## config.mk

```make
export PLATFORM = sky130hd
export DESIGN_NAME = readout_seq_t4_flat
export DESIGN_NICKNAME = d
export VERILOG_FILES = /design/src/rtl/readout_seq_t4_if.sv /design/src/rtl/readout_seq_t4.sv /design/src/flat_wrapper.sv
export SDC_FILE = /design/constraint.sdc
export NUM_CORES = 1
export LEC_CHECK = 0
export BUFFER_PORTS_ARGS = -buffer_cell sky130_fd_sc_hd__buf_2
export CORE_MARGIN = 2
export CORE_UTILIZATION = 45
export CTS_CLUSTER_SIZE = 20
export DETAILED_ROUTE_END_ITERATION = 8
export PLACE_DENSITY_LB_ADDON = 0.1
export SKIP_CTS_REPAIR_TIMING = 1
export SYNTH_ARGS = -nofsm -noshare
export SYNTH_HDL_FRONTEND = slang
export SYNTH_SLANG_ARGS = --single-unit
```

## constraint.sdc

```tcl
create_clock -name CLKM -period 5.25 [get_ports CLKM]
set_input_delay 1.05 -clock CLKM [delete_from_list [all_inputs] [get_ports CLKM]]
set_output_delay 1.05 -clock CLKM [all_outputs]
set_load 0.03 [all_outputs]
```

## src/rtl/readout_seq_t4_if.sv

```systemverilog
//------------------------------------------------------------------------------
// readout_seq_t4_if
//   Bundles the column-ADC handshake and the output-FIFO write port of the
//   row readout sequencer.
//   master : the sequencer (accepts ADC words, writes the FIFO)
//   slave  : the ADC / FIFO side
//   Signals: adc_done, adc_data[31:0], adc_valid, adc_ready,
//            fifo_full, fifo_wr, fifo_din[31:0]
// Revision: 1.0 - initial release
//------------------------------------------------------------------------------
`default_nettype none

interface readout_seq_t4_if;
  logic        adc_done;
  logic [31:0] adc_data;
  logic        adc_valid;
  logic        adc_ready;
  logic        fifo_full;
  logic        fifo_wr;
  logic [31:0] fifo_din;

  modport master (
    input  adc_done, adc_data, adc_valid, fifo_full,
    output adc_ready, fifo_wr, fifo_din
  );

  modport slave (
    output adc_done, adc_data, adc_valid, fifo_full,
    input  adc_ready, fifo_wr, fifo_din
  );
endinterface

`default_nettype wire

```

## src/rtl/readout_seq_t4.sv

```systemverilog
//------------------------------------------------------------------------------
// readout_seq_t4
//   Row-by-row readout sequencer. On a frame-ready request it writes a frame
//   header, then for every row selects it, samples it, runs the column ADC and
//   forwards COL_WORDS ADC words into the output FIFO under back-pressure.
//   Ports:
//     CLKM, rst_n          clock, asynchronous active-low reset
//     trigger_i / re_busy  frame request / readout-in-progress handshake
//     Trowsel, Tsamp       settle and sample widths (0 treated as 1)
//     ROWADD_RO, ROW_SEL   row address and row select
//     SAMPLE, ADC_START    sample strobe, one-cycle conversion start
//     bus (master)         ADC word handshake and FIFO write port
// Revision: 1.0 - initial release
//------------------------------------------------------------------------------
`default_nettype none

module readout_seq_t4 #(
  parameter int          NUM_ROW   = 320,
  parameter int          COL_WORDS = 20,
  parameter logic [15:0] HDR_TAG   = 16'hA5C3
) (
  input  wire logic        CLKM,
  input  wire logic        rst_n,
  input  wire logic        trigger_i,
  output logic             re_busy,
  input  wire logic [15:0] Trowsel,
  input  wire logic [15:0] Tsamp,
  output logic [8:0]       ROWADD_RO,
  output logic             ROW_SEL,
  output logic             SAMPLE,
  output logic             ADC_START,
  readout_seq_t4_if.master bus
);

  localparam int WCW = $clog2(COL_WORDS + 1);
  localparam logic [8:0]     LAST_ROW  = 9'(NUM_ROW - 1);
  localparam logic [WCW-1:0] LAST_WORD = WCW'(COL_WORDS - 1);

  localparam logic [2:0] S_IDLE   = 3'd0;
  localparam logic [2:0] S_HDR    = 3'd1;
  localparam logic [2:0] S_ROWSEL = 3'd2;
  localparam logic [2:0] S_SAMP   = 3'd3;
  localparam logic [2:0] S_CONV   = 3'd4;
  localparam logic [2:0] S_XFER   = 3'd5;
  localparam logic [2:0] S_DONE   = 3'd6;

  logic [2:0]     r_state, w_next;
  logic [15:0]    r_tcnt;
  logic [15:0]    r_trowsel, r_tsamp;
  logic [8:0]     r_row;
  logic [WCW-1:0] r_wcnt;
  logic [15:0]    r_frame_cnt;
  logic           r_busy, r_row_sel, r_sample, r_adc_start;

  logic           w_adc_ready, w_fifo_wr;
  logic [31:0]    w_fifo_din;
  logic           w_hdr_wr, w_last_word;

  // State register
  always_ff @(posedge CLKM or negedge rst_n) begin
    if (!rst_n) r_state <= S_IDLE;
    else        r_state <= w_next;
  end

  // Next-state logic
  always_comb begin
    w_next = r_state;
    case (r_state)
      S_IDLE:   if (trigger_i) w_next = S_HDR;
      S_HDR:    if (!bus.fifo_full) w_next = S_ROWSEL;
      S_ROWSEL: if (r_tcnt == r_trowsel - 16'd1) w_next = S_SAMP;
      S_SAMP:   if (r_tcnt == r_tsamp - 16'd1) w_next = S_CONV;
      S_CONV:   if (bus.adc_done) w_next = S_XFER;
      S_XFER:   if (w_last_word) w_next = (r_row == LAST_ROW) ? S_DONE : S_ROWSEL;
      S_DONE:   if (!trigger_i) w_next = S_IDLE;
      default:  w_next = S_IDLE;
    endcase
  end

  // Output logic: combinational handshake plus next values of the
  // registered strobes (derived from the next state so they align with it)
  always_comb begin
    w_adc_ready = 1'b0;
    w_hdr_wr    = 1'b0;
    w_fifo_din  = '0;
    if (r_state == S_XFER) begin
      w_adc_ready = bus.adc_valid & ~bus.fifo_full;
      if (w_adc_ready) w_fifo_din = bus.adc_data;
    end
    if (r_state == S_HDR && !bus.fifo_full) begin
      w_hdr_wr   = 1'b1;
      w_fifo_din = {HDR_TAG, r_frame_cnt};
    end
    w_fifo_wr   = w_adc_ready | w_hdr_wr;
    w_last_word = w_adc_ready && (r_wcnt == LAST_WORD);
  end

  assign bus.adc_ready = w_adc_ready;
  assign bus.fifo_wr   = w_fifo_wr;
  assign bus.fifo_din  = w_fifo_din;

  // Datapath and registered outputs
  always_ff @(posedge CLKM or negedge rst_n) begin
    if (!rst_n) begin
      r_tcnt      <= '0;
      r_trowsel   <= 16'd1;
      r_tsamp     <= 16'd1;
      r_row       <= '0;
      r_wcnt      <= '0;
      r_frame_cnt <= '0;
      r_busy      <= 1'b0;
      r_row_sel   <= 1'b0;
      r_sample    <= 1'b0;
      r_adc_start <= 1'b0;
    end else begin
      // Phase timer restarts on every state change
      r_tcnt <= (w_next != r_state) ? 16'd0 : r_tcnt + 16'd1;

      if (r_state == S_IDLE && trigger_i) begin
        r_trowsel <= (Trowsel == 16'd0) ? 16'd1 : Trowsel;
        r_tsamp   <= (Tsamp == 16'd0) ? 16'd1 : Tsamp;
        r_row     <= '0;
      end

      if (w_hdr_wr) r_frame_cnt <= r_frame_cnt + 16'd1;

      if (r_state == S_CONV && bus.adc_done) r_wcnt <= '0;
      else if (w_adc_ready)                  r_wcnt <= r_wcnt + WCW'(1);

      if (w_last_word && r_row != LAST_ROW) r_row <= r_row + 9'd1;

      r_busy      <= (w_next != S_IDLE);
      r_row_sel   <= (w_next == S_ROWSEL) || (w_next == S_SAMP);
      r_sample    <= (w_next == S_SAMP);
      r_adc_start <= (w_next == S_CONV) && (r_state != S_CONV);
    end
  end

  assign re_busy   = r_busy;
  assign ROWADD_RO = r_row;
  assign ROW_SEL   = r_row_sel;
  assign SAMPLE    = r_sample;
  assign ADC_START = r_adc_start;

endmodule

`default_nettype wire

```

## src/flat_wrapper.sv

```systemverilog
// flat-port wrapper written by rule: the top's interface ports become plain ports
module readout_seq_t4_flat 
#(
  parameter int          NUM_ROW   = 320,
  parameter int          COL_WORDS = 20,
  parameter logic [15:0] HDR_TAG   = 16'hA5C3
)
  (CLKM, rst_n, trigger_i, re_busy, Trowsel, Tsamp, ROWADD_RO, ROW_SEL, SAMPLE, ADC_START, bus_adc_done, bus_adc_data, bus_adc_valid, bus_fifo_full, bus_adc_ready, bus_fifo_wr, bus_fifo_din);
  readout_seq_t4_if bus_i ();
  input  wire logic CLKM;
  input  wire logic rst_n;
  input  wire logic trigger_i;
  output logic re_busy;
  input  wire logic [15:0] Trowsel;
  input  wire logic [15:0] Tsamp;
  output logic [8:0] ROWADD_RO;
  output logic ROW_SEL;
  output logic SAMPLE;
  output logic ADC_START;
  input wire logic [$bits(bus_i.adc_done)-1:0] bus_adc_done;
  input wire logic [$bits(bus_i.adc_data)-1:0] bus_adc_data;
  input wire logic [$bits(bus_i.adc_valid)-1:0] bus_adc_valid;
  input wire logic [$bits(bus_i.fifo_full)-1:0] bus_fifo_full;
  output wire logic [$bits(bus_i.adc_ready)-1:0] bus_adc_ready;
  output wire logic [$bits(bus_i.fifo_wr)-1:0] bus_fifo_wr;
  output wire logic [$bits(bus_i.fifo_din)-1:0] bus_fifo_din;
  assign bus_i.adc_done = bus_adc_done;
  assign bus_i.adc_data = bus_adc_data;
  assign bus_i.adc_valid = bus_adc_valid;
  assign bus_i.fifo_full = bus_fifo_full;
  assign bus_adc_ready = bus_i.adc_ready;
  assign bus_fifo_wr = bus_i.fifo_wr;
  assign bus_fifo_din = bus_i.fifo_din;
  readout_seq_t4 #(.NUM_ROW(NUM_ROW), .COL_WORDS(COL_WORDS), .HDR_TAG(HDR_TAG)) u_core (.CLKM(CLKM), .rst_n(rst_n), .trigger_i(trigger_i), .re_busy(re_busy), .Trowsel(Trowsel), .Tsamp(Tsamp), .ROWADD_RO(ROWADD_RO), .ROW_SEL(ROW_SEL), .SAMPLE(SAMPLE), .ADC_START(ADC_START), .bus(bus_i));
endmodule
```

; ---- Yosys cells after proc, flatten, opt, wreduce, memory -nomap -nowiden
; Index checks and enable logic that the tools add are counted.
[totals]
wordCells = 71
input_bits = 70
ff_bits = 85
[classes]
muxes = 21
n_eq_ne = 16
reduce_logical = 14
bitwise_logic = 3
n_addsub = 6
[op_table]
columns = cell, n
row1 = 32-bit two-way mux, 3
row2 = 16-bit two-way mux, 3
row3 = "16-bit by 1-bit adder with 16-bit output, second input constant", 2
row4 = 16-bit == test, 2
row5 = 16-bit zero test, 2
row6 = "16-bit by 1-bit subtractor with 16-bit output, second input constant", 2
row7 = 3-bit two-way mux, 8
row8 = 3-bit case mux with 7 select lines, 1
row9 = 9-bit two-way mux, 2
row10 = "3-bit by 2-bit == test with 1-bit output, second input constant", 4
row11 = "3-bit == test, second input constant", 4
row12 = 5-bit two-way mux, 2
row13 = "9-bit by 1-bit adder with 9-bit output, second input constant", 1
row14 = "9-bit == test, second input constant", 1
row15 = "9-bit != test, second input constant", 1
row16 = 1-bit logical AND, 6
row17 = "5-bit by 1-bit adder with 5-bit output, second input constant", 1
row18 = "5-bit == test, second input constant", 1
row19 = 2-bit nonzero test, 2
row20 = "3-bit by 1-bit == test with 1-bit output, second input constant", 1
row21 = 3-bit zero test, 1
row22 = 3-bit != test, 1
row23 = "3-bit != test, second input constant", 1
row24 = 3-bit nonzero test, 1
row25 = 6 further kinds, 7

; ---- Longest topological paths before layout
[depth]
word_depth = 8
mapped_depth = 11
mapped_depth_nobuf = 9

; ---- Worst setup path before layout
; No wires, ideal clock.
[synth_timing]
kind = in2out
from = input port bus_adc_valid
to = output port bus_fifo_din[15]
arrival_time_ns = 2.685
slack_ns = 1.515
stages = 6
t_required_ns = 4.200
path_cell_list = nor4bb_1 -> clkbuf_1 -> and2_1 -> clkbuf_1 -> clkbuf_1 -> a22o_1
[synth_between]
elab_chain_cells = 4
[synth_lines]
columns = item, line
row1 = start: declaration, flat_wrapper.sv:22  ; input wire logic [$bits(bus_i.adc_valid)-1:0] bus_adc_valid;
row2 = 1-bit bitwise AND, readout_seq_t4.sv:87  ; w_adc_ready = bus.adc_valid & ~bus.fifo_full;
row3 = 32-bit two-way mux, readout_seq_t4.sv:88  ; if (w_adc_ready) w_fifo_din = bus.adc_data;
row4 = 32-bit two-way mux, readout_seq_t4.sv:86  ; if (r_state == S_XFER) begin
row5 = 32-bit two-way mux, readout_seq_t4.sv:90  ; if (r_state == S_HDR && !bus.fifo_full) begin
row6 = end: declaration, flat_wrapper.sv:26  ; output wire logic [$bits(bus_i.fifo_din)-1:0] bus_fifo_din;
; No other way between the ends.

; ---- Final worst setup path
[layout_timing]
from = input port bus_fifo_full
to = output port bus_fifo_din[3]
[layout_between]
elab_chain_cells = 5
elab_cells_between_ends = 7
cone_classes = mux (3) / bitwise (2) / reduce/logical (2)
[layout_lines]
columns = item, line
row1 = start: declaration, flat_wrapper.sv:23  ; input wire logic [$bits(bus_i.fifo_full)-1:0] bus_fifo_full;
row2 = 1-bit inverter, readout_seq_t4.sv:87
row3 = 1-bit bitwise AND, readout_seq_t4.sv:87
row4 = 32-bit two-way mux, readout_seq_t4.sv:88
row5 = 32-bit two-way mux, readout_seq_t4.sv:86
row6 = 32-bit two-way mux *, readout_seq_t4.sv:90
; Mark *: on every way between the ends. The rest lies on a longest branch, timed or not.

==> impl_metrics.csv <==
group,metric,value,unit
logic_synthesis,synth_most_common_cell,"nand2_1",
sta,rsz0062_at_grt,"false",
sta,max_slew_margin,0.280,
logic_synthesis,synth_cell_types,70,
sta,max_freq,0.256,GHz
sta,timing.final.crit_share,0.744,
logic_synthesis,synthSimpleGateAreaFrac,0.294,
sta,finClkSkew,0.00609,ns
worst_setup_path,slowest_stage,"and2_1",
cts,clockBufferDepth,2,
floorplan,core-area,11400,sq um
floorplan,rows,39,
worst_setup_path,cp_cell_sequence,"buf_2, nor4bb_1, and2_1, a22o_1, buf_2",
global_route,grt_antenna_before_repair,0,
logic_synthesis,yosys_register_bits,85,
logic_synthesis,syn-instance-count,597,
pwr,p_leak,3.00,nW
logic_synthesis,synth_top_family_by_area,"simple AND/OR/NAND/NOR gates",
worst_setup_path,arrival,2.86,ns
cts,cts.sinks,85,
logic_synthesis,synth.yosys.warnings,0,
worst_setup_path,cpPeakStageDelay,0.88,ns
logic_synthesis,syn_avg_cell_area,8.84,sq um
sta,hold_viol_final,0,
job,max-cap-violations,0,
drt,drt_iter0_markers,289,
pwr,ir_drop,0.000270,V
final_layout,final_cell_area,6220,sq um
sta,worstMarginPinSlew,1.08,ns
cts,clkLatencyLatePin,0.35,ns
logic_synthesis,synth_xor_area_frac,0.118,
cts,htreeDepth,3,
floorplan,initial_core_util,0.462,
drt,wl_per_cell,15.2,um
logic_synthesis,syn_area,5280,sq um
placement,hpwl,9.46,mm
logic_synthesis,synthesis.nets,673,
logic_synthesis,synth_area_leaders,"dfrtp_1, nand2_1, xnor2_1, xor2_1, nor2_1",
cts,numCtsBuffers,9,
placement,place_area,5920,sq um
cts,cts-root-buf,"clkbuf_16",
sta,finalMaxSlewViolations,0,
logic_synthesis,yosys.area.top_type,"dfrtp_1",
global_route,grt_pass1_vias,4374,
drt,wirelength,12.9,mm
drt,routed-via-count,4654,
placement,post-place-ws,1.36,ns
global_route,grt_pass1_wl,21.9,mm
logic_synthesis,yosys-top-cells-count,"nand2_1, dfrtp_1, nor2_1",
worst_setup_path,path_class,"in -> out",
worst_setup_path,critical_path.top_delay_family,"simple AND/OR/NAND/NOR gates",
worst_setup_path,cpMostUsedCell,"buf_2",
global_route,grt_max_degree,86,
logic_synthesis,synth_top_area_frac,0.393,
sta,setup_tns,0,ns
final_layout,finalNetCount,772,
worst_setup_path,required,4.20,ns
global_route,overflow,0,
pwr,design_power_total,2.81,mW
drt,vias_per_cell,5.51,
floorplan,die_h,112,um
worst_hold_path,hp-class,"reg -> reg",
final_layout,diodes,0,
placement,io_buffers,116,
worst_setup_path,setup.worst_path.start_class,"input port",
worst_setup_path,cp-end-kind,"primary output",
logic_synthesis,synth_compound_area_frac,0.122,
drt,final_antenna_net_count,0,
logic_synthesis,synth.mux.area_fraction,0.0126,
sta,fin_ws,1.34,ns
logic_synthesis,synth-edff-count,0,
sta,min_period,3.91,ns
logic_synthesis,synth_async_sr_flop_share,1.00,
final_layout,drive_above_1_share,0.234,
cts,cts_tree,"built",
drt,route.detailed.drc,0,
worst_setup_path,crit_buf_inv,2,
drt,drt_pass1_iterations,4,
worst_setup_path,cp_max_fo,31,
final_layout,area_delta_synth_final,17.8,%
global_route,grtUsageTotal,0.214,
floorplan,die_x,112,um
logic_synthesis,synth_flop_cell,"dfrtp_1",
sta,setup_viol,0,
cts,path_clk_slew,0.06,ns
placement,routabilityCongestion,0.864,
floorplan,ios,117,
pwr,powerDensity,452,nW/um^2
logic_synthesis,synthAdderAreaFrac,0.0142,
outcome,status,"finished, final reports clean",
floorplan,design.die.area,12600,sq um
logic_synthesis,ys_seq_area_frac,0.403,
-- flip-flops by register name, summed over array words and instances (netlist names) --
signal / cells
u_core.r_frame_cnt: 16
u_core.ADC_START: 1
u_core.re_busy: 1
u_core.ROW_SEL: 1
u_core.r_tcnt: 16
u_core.r_tsamp: 16
u_core.r_state: 3
u_core.r_wcnt: 5
u_core.r_trowsel: 16
u_core.ROWADD_RO: 9
u_core.SAMPLE: 1
-- area by class of cell --
class                           instances  area [sq um]
Timing Repair Buffer                  119           606
Multi-Input combinational cell        471          2970
Clock buffer                           13           250
Fill cell                            1111          5200
Sequential cell                        85          2130
Tap cell                              143           179
Clock inverter                          3          45.0
Inverter                               10          37.5
-- worst register-to-register path, cell delays in order (launching register included) --
cell and delay [ns]:
dfrtp_1 0.44, nor3_1 0.50, nand3b_1 0.27, or4_1 0.56, a211oi_1 0.40, nand4_1 0.24
o21ai_2 0.74, nor3_1 0.13
-- report_power, final --
part | internal [mW] | switching, mW | total, mW
Sequential | 0.828 | 0.268 | 1.10
Clock | 0.382 | 0.259 | 0.641
Combinational | 0.443 | 0.631 | 1.07
-- cells by family (layout without fill, tap and decap cells) --
kind of cell             count (synthesis)  after routing
flip-flops                              85             85
AND/OR/NAND/NOR                        306            306
XOR/XNOR                                71             71
AO/OA/AOI/OAI                           82             82
multiplexers                             6              6
adder cells (fa/ha/maj)                  6              6
buffers and inverters                   41            145
-- metrics by stage --
| step | instances | utilization | hold slack, ns |
|---|---|---|---|
| finish | 844 | 0.545 | 0.493 |
| global route | 844 | 0.545 | 0.535 |
| CTS | 844 | 0.544 | 0.488 |
| detailed placement | 828 | 0.518 | 0.476 |
| global placement | 828 | 0.518 | 0.481 |
| floorplan | 597 | - | 0.446 |
-- cells in the final DEF (no fill, tap or decap), types with 5 or more instances in the layout --
cell type and instances:
inv_1 10, nor2_1 40, ha_1 6, nand3_1 21
nor3_1 12, a21oi_1 6, or4_1 6, buf_2 115
nand2_1 135, nor4_1 8, nand4_1 15, xor2_1 33
xnor2_1 38, o21ai_0 16, nand3b_1 5, mux2_2 5
nor3_2 10, and3_1 21, a22o_1 16, dfrtp_1 83
clkbuf_16 9
-- per-layer routing --
metal,track usage,up-vias,share of wire
met5,0,-,0
met4,0.0699,0,0.014
met3,0.0351,15,0.043
met2,0.304,102,0.43
met1,0.333,2240,0.52
li1,-,2297,-
-- worst paths after layout --
path / from / endpoint / slack [ns] / cells past startpoint
max: bus_fifo_full / bus_fifo_din[3] / 1.34 / 5
min in group asynchronous: rst_n / u_core.r_tcnt[15] / 0.90 / 1
min: u_core.r_frame_cnt[15] / u_core.r_frame_cnt[15] / 0.49 / 1
min reg2reg: u_core.r_frame_cnt[15] / u_core.r_frame_cnt[15] / 0.49 / 1
max in group asynchronous: rst_n / u_core.r_wcnt[3] / 3.66 / 1
max reg2reg: u_core.r_tsamp[2] / u_core.r_tcnt[15] / 1.83 / 7
No activity file was read; power rests on OpenSTA's default activity.
